File: src/rtl/stop_watch_ctrl.sv
// Stopwatch control sequencer: buttons to go/clr, lap hold, auto-stop at 99.9 s.
// Define STOP_WATCH_LAP_EN to build the LAP state, snapshot registers and display mux.
module stop_watch_ctrl #(
  parameter bit AUTO_STOP = 1'b1
) (
  input  logic       clk,
  input  logic       reset,
  input  logic       btn_ss,
  input  logic       btn_lr,
  input  logic [3:0] d2,
  input  logic [3:0] d1,
  input  logic [3:0] d0,
  output logic       go,
  output logic       clr,
  output logic [3:0] q2,
  output logic [3:0] q1,
  output logic [3:0] q0,
  output logic       running,
  output logic       lap_hold,
  output logic       ovf
);

  localparam int unsigned DW = 4;
  localparam int unsigned VW = 3 * DW;
  localparam logic [VW-1:0] MAX_VAL = VW'(12'h999);

  typedef enum logic [1:0] {
    S_IDLE  = 2'd0,
    S_RUN   = 2'd1,
    S_PAUSE = 2'd2,
    S_LAP   = 2'd3
  } state_e;

  state_e        state_q, state_d;
  logic          ss_prev_q, lr_prev_q;
  logic          ss_press_q, lr_press_q;
  logic          go_q, go_d;
  logic          clr_q, clr_d;
  logic          ovf_q, ovf_d;
  logic [VW-1:0] q_q, q_d;
  logic [VW-1:0] live_c;
  logic          hit_c;
  logic          ss_c, lr_c;

  assign live_c = {d2, d1, d0};
  assign hit_c  = AUTO_STOP && (live_c == MAX_VAL) &&
                  ((state_q == S_RUN) || (state_q == S_LAP));
  // A simultaneous start/stop press masks the lap/reset press.
  assign ss_c   = ss_press_q;
  assign lr_c   = lr_press_q & ~ss_press_q;

`ifdef STOP_WATCH_LAP_EN
  logic          lap_q, lap_d;
  logic [VW-1:0] snap_q, snap_d;
`endif

  always_comb begin
    state_d = state_q;
    ovf_d   = ovf_q;
    clr_d   = 1'b0;
`ifdef STOP_WATCH_LAP_EN
    snap_d  = snap_q;
`endif
    case (state_q)
      S_IDLE: begin
        if (ss_c) begin
          state_d = S_RUN;
        end else if (lr_c) begin
          clr_d = 1'b1;
        end
      end
      S_RUN: begin
        if (hit_c) begin
          state_d = S_PAUSE;
          ovf_d   = 1'b1;
        end else if (ss_c) begin
          state_d = S_PAUSE;
`ifdef STOP_WATCH_LAP_EN
        end else if (lr_c) begin
          state_d = S_LAP;
          snap_d  = live_c;
`endif
        end
      end
`ifdef STOP_WATCH_LAP_EN
      S_LAP: begin
        if (hit_c) begin
          state_d = S_PAUSE;
          ovf_d   = 1'b1;
        end else if (ss_c) begin
          state_d = S_PAUSE;
        end else if (lr_c) begin
          state_d = S_RUN;
        end
      end
`endif
      S_PAUSE: begin
        if (ss_c) begin
          if (!ovf_q) state_d = S_RUN;
        end else if (lr_c) begin
          state_d = S_IDLE;
          clr_d   = 1'b1;
          ovf_d   = 1'b0;
        end
      end
      default: state_d = S_IDLE;
    endcase

    go_d = (state_d == S_RUN) || (state_d == S_LAP);
`ifdef STOP_WATCH_LAP_EN
    lap_d = (state_d == S_LAP);
    q_d   = lap_d ? snap_d : live_c;
`else
    q_d   = live_c;
`endif
  end

  always_ff @(posedge clk) begin
    if (reset) begin
      ss_prev_q  <= 1'b1;
      lr_prev_q  <= 1'b1;
      ss_press_q <= 1'b0;
      lr_press_q <= 1'b0;
      state_q    <= S_IDLE;
      go_q       <= 1'b0;
      clr_q      <= 1'b1;
      ovf_q      <= 1'b0;
      q_q        <= '0;
    end else begin
      ss_prev_q  <= btn_ss;
      lr_prev_q  <= btn_lr;
      ss_press_q <= btn_ss & ~ss_prev_q;
      lr_press_q <= btn_lr & ~lr_prev_q;
      state_q    <= state_d;
      go_q       <= go_d;
      clr_q      <= clr_d;
      ovf_q      <= ovf_d;
      q_q        <= q_d;
    end
  end

`ifdef STOP_WATCH_LAP_EN
  // Lap snapshot and display-hold flag.
  always_ff @(posedge clk) begin
    if (reset) begin
      lap_q  <= 1'b0;
      snap_q <= '0;
    end else begin
      lap_q  <= lap_d;
      snap_q <= snap_d;
    end
  end

  assign lap_hold = lap_q;
`else
  assign lap_hold = 1'b0;
`endif

  assign go      = go_q;
  assign running = go_q;
  assign clr     = clr_q;
  assign ovf     = ovf_q;
  assign q2      = q_q[3*DW-1:2*DW];
  assign q1      = q_q[2*DW-1:DW];
  assign q0      = q_q[DW-1:0];

endmodule

File: config.mk
export PLATFORM = sky130hd
export DESIGN_NAME = stop_watch_ctrl
export DESIGN_NICKNAME = d
export VERILOG_FILES = /design/src/rtl/stop_watch_ctrl.sv
export SDC_FILE = /design/constraint.sdc
export NUM_CORES = 1
export LEC_CHECK = 0
export ABC_AREA = 0
export ABC_CLOCK_PERIOD_IN_PS = 900
export CORE_ASPECT_RATIO = 1.5
export CORE_MARGIN = 10
export CORE_UTILIZATION = 35
export DETAILED_ROUTE_END_ITERATION = 10
export HOLD_SLACK_MARGIN = 0.05
export PLACE_DENSITY = 0.8
export SYNTH_ARGS = -nofsm -noshare
export SYNTH_HDL_FRONTEND = slang
export SYNTH_SLANG_ARGS = --single-unit
File: constraint.sdc
create_clock -name clk -period 0.9 [get_ports clk]
set_input_delay 0.09 -clock clk [delete_from_list [all_inputs] [get_ports clk]]
set_output_delay 0.09 -clock clk [all_outputs]
set_load 0.005 [all_outputs]
Word-level counts from Yosys, hierarchy flattened
Index checks and enable logic that the tools add are counted.

storage, ports and cells
  bits in registers = 21
  bits of input ports = 16
  output and inout bits = 17
  logic and storage cells = 45

operators by class
  equality and inequality tests = 9
  multiplexer cells = 14
  bitwise operators = 6
  reduce and logical (&&, ||, !) cells = 7

operators with widths
  cell                                                                   count
  12-bit equality test, second input constant                            1
  2-bit two-way mux                                                      6
  2-bit equality test, second input constant                             3
  1-bit two-way mux                                                      6
  2-bit != test, second input constant                                   3
  2-bit one-hot mux with 3 select lines                                  1
  2-bit by 1-bit equality test with 1-bit output, second input constant  2
  4-bit AND reduction                                                    1
  1-bit AND                                                              3
  1-bit NOT                                                              3
  2-bit zero test                                                        1
  1-bit logical OR                                                       2
  1-bit one-hot mux with 2 select lines                                  1
  2-bit nonzero test                                                     1
  2-bit OR reduction                                                     1
  1-bit logical AND                                                      1

Depth between registers and ports, before layout
  depth in word-level cells = 7
  gate-level depth with buffers = 4
  gate-level depth less buffers = 3

Least setup slack after synthesis
No wires, ideal clock.

  path kind = register -> register
  from = register ss_press_q, in the netlist ss_c
  to = register ovf_q, in the netlist ovf
  library setup time = 0.134 ns
  arrival = 0.815 ns
  data required time = 0.766 ns
  setup slack = -0.050 ns
  cell stages (with the launch flop) = 4
  period minus slack after synthesis = 0.950 ns
  cell sequence = dfxtp_1 -> nand2b_4 -> o311ai_0 -> o31ai_1

on the way
  word-level cells in the longest chain between the ends = 4
  elaborated cells between the ends (all ways) = 5
  classes of those cells = eq/ne (2); bitwise (2); reduce/logical (1)

ends and longest elaborated chain
  item                                      line  text
  start: declaration                        36    logic ss_press_q, lr_press_q;
  start signal: assignment                  132   ss_press_q <= btn_ss & ~ss_prev_q;
  1-bit NOT                                 50    assign lr_c = lr_press_q & ~ss_press_q;
  1-bit AND                                 50
  2-bit != test (no source line)            n/a
  4-bit AND reduction (no source line) (*)  n/a
  end signal: assignment                    137   ovf_q <= ovf_d;
  end: declaration                          39    logic ovf_q, ovf_d;

Every way passes the cells marked *; elsewhere a longest branch is shown, timed or not.
A chain may end at the register's enable or synchronous reset.

==> tab_implementation.tex <==
\begin{tabular}{lr}
\hline
Metric & Value \\
\hline
\multicolumn{2}{l}{\textbf{Outcome}} \\
\quad Run status & finished, violations left \\
\quad Violations in the final reports & setup timing \\
\multicolumn{2}{l}{\textbf{Worst hold path}} \\
\quad Destination of the worst hold path & ss\_c \\
\quad Min-delay src & btn\_ss \\
\quad Number of instances on the worst hold path & 2 \\
\quad Path type of the worst min-delay path & input pin to flop \\
\multicolumn{2}{l}{\textbf{Critical path}} \\
\quad Max incr delay on CP & 360 ps \\
\quad Top fanout value on the critical path & 3 \\
\quad Slack of the worst reg-to-reg path & -200 ps \\
\quad Data arrival time of the worst path & 1010 ps \\
\quad Critical path type & flop to primary output \\
\quad RR Startpoint & state\_q[0] \\
\quad Critical path launch point type & flop \\
\quad WP data required & between 800 and 900 ps \\
\quad Register-to-Register Path Depth & 5 \\
\quad Critical-path cell list & buf\_6 > buf\_4 > buf\_6 \\
\quad Reg-to-Reg End & state\_q[1] \\
\quad Crit-path slowest cell & dfxtp\_4 \\
\quad Cell occurring most often along the worst timing path & buf\_6 \\
\quad Type of element capturing the critical path & primary output \\
\multicolumn{2}{l}{\textbf{CTS}} \\
\quad Buffer levels on the longest clock path & 2 \\
\quad CTS Buf Count & 3 \\
\quad Clk Tree Root Cell & clkbuf\_4 \\
\quad Clock transition at the registers of the reported paths & around 100 ps \\
\quad Number of sinks driven by the clock tree & 20 \\
\quad Clock tree from TritonCTS & built \\
\quad H-tree levels & 1 \\
\quad CTS Hold Buffers Added & 0 \\
\quad Clock insertion delay at the later pin of the skew report & $\sim$300 ps \\
\multicolumn{2}{l}{\textbf{STA}} \\
\quad Number of hold violations in the final report & 0 \\
\quad Final min period & 1100 ps \\
\quad RSZ-0062 raised after global routing & true \\
\quad Post-route clock period utilization & 1.22 \\
\quad Hold\_ws & about 360 ps \\
\quad Final number of setup-violating endpoints & 5 \\
\quad Number of pins exceeding their max-slew limit in the final report & 0 \\
\quad Total Negative Setup Slacks & -944 ps \\
\quad Post-route setup slack & -197 ps \\
\quad Max frequency & 911 MHz \\
\quad Post-route clock skew & roughly 0.86 ps \\
\multicolumn{2}{l}{\textbf{Yosys}} \\
\quad Most used DFF post-synth & dfxtp\_1 \\
\quad Commonest cells in the synthesized netlist & 20 x dfxtp\_1, 7 x and2b\_1, 4 x nor2b\_1, 3 x inv\_1 \\
\quad YS warnings & 0 \\
\quad EDFF count, synth & 0 \\
\quad Area leader, netlist & dfxtp\_1 \\
\quad Seq cells post-synth & 20 \\
\quad Number of instances in the synthesized netlist & 61 \\
\quad Sequential area share after synthesis & 0.563 \\
\quad Main area contributors after synthesis & dfxtp\_1 56\%, and2b\_1 7.4\%, and4bb\_1 3.5\% \\
\quad Netlist area before placement & 711 sq um \\
\quad Count leader, synth & dfxtp\_1 \\
\quad Mean Syn Cell Area & 11.7 sq um \\
\quad Post-synth net total & 77 \\
\quad Fraction of post-synthesis cell area in the top cell type by area & 0.563 \\
\quad Proportion of synthesized flip-flops having asynchronous set or reset & 0 \\
\quad Yosys cell types & 27 \\
\multicolumn{2}{l}{\textbf{Routing}} \\
\quad Via count & around 570 \\
\quad First-pass detailed-route iteration total & 3 \\
\quad Number of vias per cell & between 4 and 5 \\
\quad Remaining routing DRC violations & 0 \\
\quad Drt total wl & 1.79 mm \\
\quad Violation count after the first detailed-routing iteration & 6 \\
\quad WL/cell & 14.4 um \\
\quad Remaining antenna violation count after routing & 0 \\
\multicolumn{2}{l}{\textbf{Global route}} \\
\quad Global router's overall resource usage & 0.0906 \\
\quad Number of global-route vias before repair & 682 \\
\quad Global-route wire length before repair & 3.09 mm \\
\quad Initial antenna violation count & 0 \\
\quad Global route total overflow & 0 \\
\quad Largest net degree at the start of global routing & 11 \\
\multicolumn{2}{l}{\textbf{Power}} \\
\quad Share of power burned in registers & 0.598 \\
\quad Post-route total power & 0.00156 W \\
\quad Worst supply voltage drop on vdd & roughly 910 uV \\
\quad Power spent charging and discharging nets & 0.000338 W \\
\quad Clock group share of total power & 0.259 \\
\quad Internal power & approximately 0.0012 W \\
\quad Relative contribution of combinational cells to total power & 0.143 \\
\quad Switching Share & 0.216 \\
\quad Power Density & 1360 nW/um\^{}2 \\
\quad Static leakage power & 0.508 nW \\
\multicolumn{2}{l}{\textbf{Final layout}} \\
\quad Antenna Cells & 0 \\
\quad Net count reported at finish & 121 \\
\quad Signed area change from the synthesized netlist to the final layout & 62.3\% \\
\quad Non-Filler Cell Area, Final & about 1200 sq um \\
\quad Core Util, Final & 0.614 \\
\quad Share of post-route cells with drive strength above 1 & 0.476 \\
\multicolumn{2}{l}{\textbf{Floorplanning}} \\
\quad Initial core utilization & 0.378 \\
\quad Core Rows & 19 \\
\quad Horizontal die dimension & 56.8 um \\
\quad Core Region & 1880 sq um \\
\quad Die Footprint & 4270 sq um \\
\quad Vertical extent of the die & approximately 75 um \\
\quad Ports & 33 \\
\multicolumn{2}{l}{\textbf{Placement}} \\
\quad Cell area reported after detailed placement & 1070 sq um \\
\quad Final Wtd Congestion & 0.688 \\
\quad IO buf count & 31 \\
\quad Post-DP HPWL & 1.40 mm \\
\multicolumn{2}{l}{\textbf{Job}} \\
\quad Maximum capacitance violations & 0 \\
\hline
\end{tabular}
area by class of cell:
class / instances / area [sq um]
repair buffers: 43 / 359
inverters: 3 / 11.3
clock buffers: 3 / 22.5
fillers: 167 / 724
well taps: 21 / 26.3
flip-flops and latches: 20 / 409
multi-input cells: 34 / 325
repair_timing:
action	in CTS	in global routing
buffers inserted	5	2
setup endpoints to repair	19	5
pin swaps	3	0
resized for setup	74	5
power by group through the flow:
stage,registers (W),logic [W],clock network (W)
floorplan,0.000965,0.0000616,0
global placement,0.000959,0.000219,0
detailed placement,0.000962,0.000223,0
CTS,0.000935,0.000220,0.000410
global route,0.000940,0.000246,0.000453
finish,0.000934,0.000224,0.000405
routing by layer:
metal  global-route usage  vias to the layer above  routed length [um]
li1                     -                      287                   -
met1               0.0839                      254                 636
met2                0.180                       20                1010
met3               0.0152                        5                  93
met4               0.0550                        0                  48
met5                    0                        -                   0
worst max-delay path: cells and delay by family, from the launching register on:
family	cells	cell delay, ps
DFF	1	360
buffers and inverters	3	350
stage by stage:
stage                     cells  setup slack [ps]
after global routing        124              -258
after CTS                   122              -189
after floorplan              61              15.9
after detailed placement    114              -346
final                       124              -197
after global placement      114              -341
worst max-delay path by stage:
stage	from	depth (start not counted)	end	slack (ps)
3_5_place_dp	d2[1]	4	ovf	-350
2_1_floorplan	ss_c	3	ovf	20
4_1_cts	state_q[0]	5	state_q[1]	-190
6_report	state_q[0]	3	running	-200
5_1_grt	state_q[0]	5	state_q[1]	-260
3_3_place_gp	d1[3]	4	ovf	-340
cells in the final DEF (no fill, tap or decap), types with 3 or more instances in the layout:
| cell type | netlist | layout |
|---|---|---|
| clkbuf_4 | 0 | 3 |
| clkdlybuf4s50_1 | 0 | 14 |
| and2b_1 | 7 | 7 |
| buf_6 | 0 | 6 |
| dfxtp_2 | 0 | 4 |
| nor2b_1 | 4 | 4 |
| buf_2 | 0 | 14 |
| buf_4 | 2 | 7 |
| inv_1 | 3 | 3 |
| dfxtp_1 | 20 | 15 |
registers in the layout, summed over array words and instances (netlist names):
signal	count
q_q	12
state_q	2
clr	1
lr_press_q	1
lr_prev_q	1
ovf	1
ss_c	1
ss_prev_q	1
logic make-up (layout without fill, tap and decap cells):
group                  after synthesis  in the layout  share of synthesized area
other                                1              1                    0.00528
DFF                                 20             20                      0.563
AOI/OAI and AO/OA                    7              7                     0.0898
and+or+nand+nor                     26             26                      0.292
buffers and inverters                7             49                     0.0493
No activity file was read; power rests on OpenSTA's default activity.
